## config.mk

```make
export PLATFORM = sky130hd
export DESIGN_NAME = prog_seq_counter
export DESIGN_NICKNAME = d
export VERILOG_FILES = /design/src/rtl/prog_seq_counter.sv
export SDC_FILE = /design/constraint.sdc
export NUM_CORES = 1
export LEC_CHECK = 0
export ABC_AREA = 0
export CORE_MARGIN = 4
export CORE_UTILIZATION = 58
export DETAILED_ROUTE_END_ITERATION = 12
export GPL_ROUTABILITY_DRIVEN = 0
export PLACE_DENSITY = 0.8
export RECOVER_POWER = 25
export SYNTH_ARGS = -nofsm -noshare
export SYNTH_HDL_FRONTEND = slang
export SYNTH_SLANG_ARGS = --single-unit
```

## constraint.sdc

```tcl
create_clock -name clk -period 8.2 [get_ports clk]
set_input_delay 2.05 -clock clk [delete_from_list [all_inputs] [get_ports clk]]
set_output_delay 2.05 -clock clk [all_outputs]
set_load 0.05 [all_outputs]
```

## src/rtl/prog_seq_counter.sv

```systemverilog
// prog_seq_counter: programmable sequence counter.
// Steps through a writable table of DEPTH codes. It can step forward or in
// reverse, and it can wrap or run a single pass. It has start, stop and
// enable control, and it pulses done when the sequence ends.
//
// Optional build macro: PROG_SEQ_COUNTER_PARITY_EN adds a per-entry parity
// store plus the out_par and par_err outputs.
//
// Ports:
//   clk      rising-edge clock
//   rst      synchronous active-high reset
//   en       advance enable (hold when low in RUN)
//   start    (re)start pulse
//   stop     return-to-IDLE pulse (index held)
//   dir      0 = forward, 1 = reverse
//   mode     0 = wrap, 1 = one-shot
//   len      active entry count (0 -> 1, >DEPTH -> DEPTH)
//   wr_en    table write strobe
//   wr_addr  table write index
//   wr_data  table write data
//   out      table[idx] (combinational read of registers)
//   idx      current table index
//   busy     high in RUN
//   done     one-cycle end-of-sequence pulse
//   out_par  even parity of out          (parity build only)
//   par_err  stored parity mismatch      (parity build only)
module prog_seq_counter #(
    parameter int unsigned WIDTH = 3,
    parameter int unsigned DEPTH = 8,
    localparam int unsigned IDX_W = (DEPTH > 1) ? $clog2(DEPTH) : 1
) (
    input  logic             clk,
    input  logic             rst,
    input  logic             en,
    input  logic             start,
    input  logic             stop,
    input  logic             dir,
    input  logic             mode,
    input  logic [IDX_W:0]   len,
    input  logic             wr_en,
    input  logic [IDX_W-1:0] wr_addr,
    input  logic [WIDTH-1:0] wr_data,
    output logic [WIDTH-1:0] out,
    output logic [IDX_W-1:0] idx,
    output logic             busy,
    output logic             done
`ifdef PROG_SEQ_COUNTER_PARITY_EN
    ,
    output logic             out_par,
    output logic             par_err
`endif
);

    localparam int unsigned LEN_W      = IDX_W + 1;
    localparam bit          DEPTH_POW2 = (DEPTH == (32'd1 << IDX_W));

    typedef enum logic [0:0] {
        ST_IDLE = 1'b0,
        ST_RUN  = 1'b1
    } state_t;

    state_t             state_q, state_d;
    logic [IDX_W-1:0]   idx_q, idx_d;
    logic               done_q, done_d;
    logic               busy_q;

    logic [WIDTH-1:0]   tbl [DEPTH];
    logic               wr_ok;

    logic [LEN_W-1:0]   eff_len;
    logic [IDX_W-1:0]   first_idx;
    logic [IDX_W-1:0]   term_idx;
    logic [IDX_W-1:0]   step_idx;
    logic               out_of_range;

    // Addresses beyond DEPTH only exist when DEPTH is not a power of two.
    generate
        if (DEPTH_POW2) begin : g_addr_full
            assign wr_ok = 1'b1;
        end else begin : g_addr_part
            assign wr_ok = (32'(wr_addr) < DEPTH);
        end
    endgenerate

    // Effective length plus first/terminal index, taken from the live len and dir.
    always_comb begin
        if (len == '0) begin
            eff_len = LEN_W'(1);
        end else if (len > LEN_W'(DEPTH)) begin
            eff_len = LEN_W'(DEPTH);
        end else begin
            eff_len = len;
        end
    end

    assign first_idx    = dir ? IDX_W'(eff_len - LEN_W'(1)) : '0;
    assign term_idx     = dir ? '0 : IDX_W'(eff_len - LEN_W'(1));
    assign step_idx     = dir ? (idx_q - IDX_W'(1)) : (idx_q + IDX_W'(1));
    assign out_of_range = ({1'b0, idx_q} >= eff_len);

    // Next state, next index and done pulse. Inside RUN, stop wins over start, and start wins over en.
    always_comb begin
        state_d = state_q;
        idx_d   = idx_q;
        done_d  = 1'b0;
        case (state_q)
            ST_IDLE: begin
                if (start && !stop) begin
                    state_d = ST_RUN;
                    idx_d   = first_idx;
                end
            end
            ST_RUN: begin
                if (stop) begin
                    state_d = ST_IDLE;
                end else if (start) begin
                    idx_d = first_idx;
                end else if (en) begin
                    if (out_of_range) begin
                        // len shrank below idx: resync to the first index without done
                        idx_d = first_idx;
                    end else if (idx_q == term_idx) begin
                        done_d = 1'b1;
                        if (mode) begin
                            state_d = ST_IDLE;
                        end else begin
                            idx_d = first_idx;
                        end
                    end else begin
                        idx_d = step_idx;
                    end
                end
            end
            default: begin
                state_d = ST_IDLE;
            end
        endcase
    end

    // Control state register.
    always_ff @(posedge clk) begin
        if (rst) begin
            state_q <= ST_IDLE;
            idx_q   <= '0;
            done_q  <= 1'b0;
            busy_q  <= 1'b0;
        end else begin
            state_q <= state_d;
            idx_q   <= idx_d;
            done_q  <= done_d;
            busy_q  <= (state_d == ST_RUN);
        end
    end

    // Code table. Reset loads the identity pattern and discards any write in the same cycle.
    always_ff @(posedge clk) begin
        if (rst) begin
            for (int i = 0; i < int'(DEPTH); i++) begin
                tbl[i] <= WIDTH'(i);
            end
        end else if (wr_en && wr_ok) begin
            tbl[wr_addr] <= wr_data;
        end
    end

    assign out  = tbl[idx_q];
    assign idx  = idx_q;
    assign busy = busy_q;
    assign done = done_q;

`ifdef PROG_SEQ_COUNTER_PARITY_EN
    logic tbl_par [DEPTH];

    // Parity store, written alongside the table.
    always_ff @(posedge clk) begin
        if (rst) begin
            for (int i = 0; i < int'(DEPTH); i++) begin
                tbl_par[i] <= ^(WIDTH'(i));
            end
        end else if (wr_en && wr_ok) begin
            tbl_par[wr_addr] <= ^wr_data;
        end
    end

    assign out_par = ^out;
    assign par_err = (tbl_par[idx_q] != ^tbl[idx_q]);
`endif

endmodule

```

==> results.sh <==
export IMPL_min_delay_path_class="flip-flop to flip-flop"
export IMPL_first_global_vias=1423
export IMPL_power_density_mw_per_mm2=174
export IMPL_antenna_found_initial=0
export IMPL_wl_per_cell_um=16.2
export IMPL_io_pins=26
export IMPL_reg2reg_from="idx[0]"
export IMPL_cts_resized=0
export IMPL_cts_buffer_depth=2
export IMPL_synth_largest_area_cell="edfxtp_1"
export IMPL_hold_buffers=0
export IMPL_grt_pass1_wl_um=6510
export IMPL_syn_nets=191
export IMPL_initial_core_util_pct=60.7
export IMPL_drive_gt1_share_pct=16.4
export IMPL_drcViolationCount=0
export IMPL_rsz0062_at_grt="false"
export IMPL_worst_slew_pin_slew_ns=0.647
export IMPL_cts_tree="done"
export IMPL_drv_slew=0
export IMPL_synthTopCellsByArea="edfxtp_1 39%, dfxtp_1 8.6%, mux4_2 7.2%"
export IMPL_dp_slack_ns=3.28
export IMPL_post_cts_repair_setup_buffers=0
export IMPL_drv_cap=0
export IMPL_avgSynthCellArea_um2=11.1
export IMPL_required_ns=8.41
export IMPL_critPathMaxFanout=4
export IMPL_leakage_uw=0.000774
export IMPL_clock_skew_ns=0.00363
export IMPL_cts_sinks=32
export IMPL_r2r_end="idx[0]"
export IMPL_grt_max_degree=20
export IMPL_finalHoldViolCount=0
export IMPL_cts_htree_levels=2
export IMPL_tritoncts_num_buffers=5
export IMPL_hp_start="idx[1]"
export IMPL_core_area_mm2=0.00308
export IMPL_dpl_hpwl_um=3070
export IMPL_cts_root_buf="clkbuf_4"
export IMPL_ys_types=44
export IMPL_avgViaCountPerCell=5.84
export IMPL_drtIter0Drc=70
export IMPL_r2r_setup_slack_ns=5.75
export IMPL_clock_fmax_mhz=217
export IMPL_syn2layout_area_growth_pct=19.1
export IMPL_yosysTopAreaCellShare_pct=38.6
export IMPL_criticalPathCategory="input pin to flip-flop"
export IMPL_n_antenna_cell=0
export IMPL_antenna_left=0
export IMPL_io_buffers=25
export IMPL_tns_ns=0
export IMPL_critPathArrivalTime_ns=4.81
export IMPL_slew_headroom_pct=56.7
export IMPL_hold_end="idx[1]"
export IMPL_overflow=0
export IMPL_die_height_um=64.8
export IMPL_synth_flop_cell="edfxtp_1"
export IMPL_fin_ws_ns=3.60
export IMPL_drt_total_wl_um=3880
export IMPL_reg2regPathDepth=9
export IMPL_setup_viol=0
export IMPL_ir_drop_uv=75.4
export IMPL_globalRouteTotalUtil_pct=20.7
export IMPL_first_pass_iters=4
export IMPL_status="completed"
export IMPL_async_reset_ff_share_pct=0
export IMPL_die_w_um=64.8
export IMPL_whs_path_depth=2
export IMPL_period_share_pct=56.1
export IMPL_num_rows=20
export IMPL_syn_instance_count=168
export IMPL_syn_area_mm2=0.00187
export IMPL_yosysMostFrequentCell="edfxtp_1"
export IMPL_final_net_count=217
export IMPL_period_needed_ns=4.60
export IMPL_clk_latency_ns=0.33
export IMPL_end_kind="flip-flop"
export IMPL_synth_edf_count=24
export IMPL_path_clk_slew_ns=0.09
export IMPL_dr_total_vias=1396
export IMPL_start_kind="input pin"
export IMPL_synth_seq_area_share_pct=47.1
export IMPL_synth_seq_cells=32
export IMPL_synth_common_cells="24 x edfxtp_1, 13 x or3_1, 12 x and2_1"
export IMPL_die_area_mm2=0.00420
export IMPL_yosys_warnings=0
sequential cells by signal, indices dropped and copies added, names as in the netlist, named ones only:
register and cells:
idx 3, busy 1, done 1, tbl 24
metrics by stage:
stage          cells  hold slack (ns)  area [µm²]  util, %  total power, µW
2_1_floorplan    168            0.796        1870        -              249
3_3_place_gp     231            0.631        2150     69.9              276
3_5_place_dp     231            0.622        2150     69.9              279
4_1_cts          239            0.642        2230     72.4              390
5_1_grt          239            0.693        2230     72.4              404
6_report         239            0.648        2230     72.4              387
cells by family after synthesis:
| group | count (synthesis) | synth area share (%) |
|---|---|---|
| simple gates | 79 | 24.0 |
| buf+inv | 13 | 2.61 |
| flops | 32 | 47.1 |
| fa+ha+maj | 5 | 3.75 |
| compound gates | 27 | 12.0 |
| xor+xnor | 3 | 1.41 |
| mux | 9 | 9.04 |
cell usage in the layout, fill, tap and decap left out, drive strengths merged, types with 2 or more instances in the layout:
cell / n
xor2: 2
ha: 4
mux2: 3
o21ai: 6
clkbuf: 5
dlygate4sd3: 4
nor4: 3
nor3: 8
and2: 12
nand2: 9
or2: 9
clkinv: 2
mux4: 6
nand2b: 7
o21ba: 2
o211ai: 4
nand3b: 2
clkdlybuf4s50: 21
o221ai: 2
dfxtp: 8
nand3: 2
a21oi: 4
edfxtp: 24
or3: 13
inv: 7
nor2: 11
cell type report:
cell class | count | area, µm²
clock buffers | 5 | 37.5
clock inverters | 3 | 37.5
fillers | 221 | 851
inverters | 7 | 26.3
multi-input cells | 123 | 940
flip-flops and latches | 32 | 881
well taps | 44 | 55.1
repair buffers | 25 | 250
per-layer routing:
metal / global-route usage, % / vias up / part of all wire (%)
li1: - / 681 / -
met5: 0 / - / 0
met1: 21.8 / 663 / 40
met2: 38.8 / 47 / 54
met3: 5.03 / 5 / 4.6
met4: 8.44 / 0 / 1.4
power breakdown:
part	switching [µW]	leakage (µW)	internal (µW)
clock	50.4	0.0000403	62.2
combinational	47.1	0.000433	36.4
sequential	7.30	0.000301	184
worst max path at each step:
stage | startpoint | end | slack [ns] | depth (start not counted)
6_report | len[2] | idx[0] | 3.60 | 12
5_1_grt | len[2] | idx[0] | 3.37 | 12
4_1_cts | flip-flop | out[1] | 3.63 | 3
3_5_place_dp | len[2] | idx[0] | 3.28 | 12
3_3_place_gp | len[2] | flip-flop | 3.39 | 12
2_1_floorplan | len[1] | flip-flop | 4.00 | 11
worst max-delay path, stage by stage:
cell	delay, ns
clkdlybuf4s50_1	0.48
o21ba_1	0.22
or2_2	0.31
inv_1	0.07
ha_1	0.21
nand2b_1	0.14
a211oi_1	0.45
o211ai_1	0.18
nor2_1	0.25
nand2_1	0.10
a22oi_1	0.23
o211ai_1	0.11
Note: power is estimated with default switching activity, not from simulation.
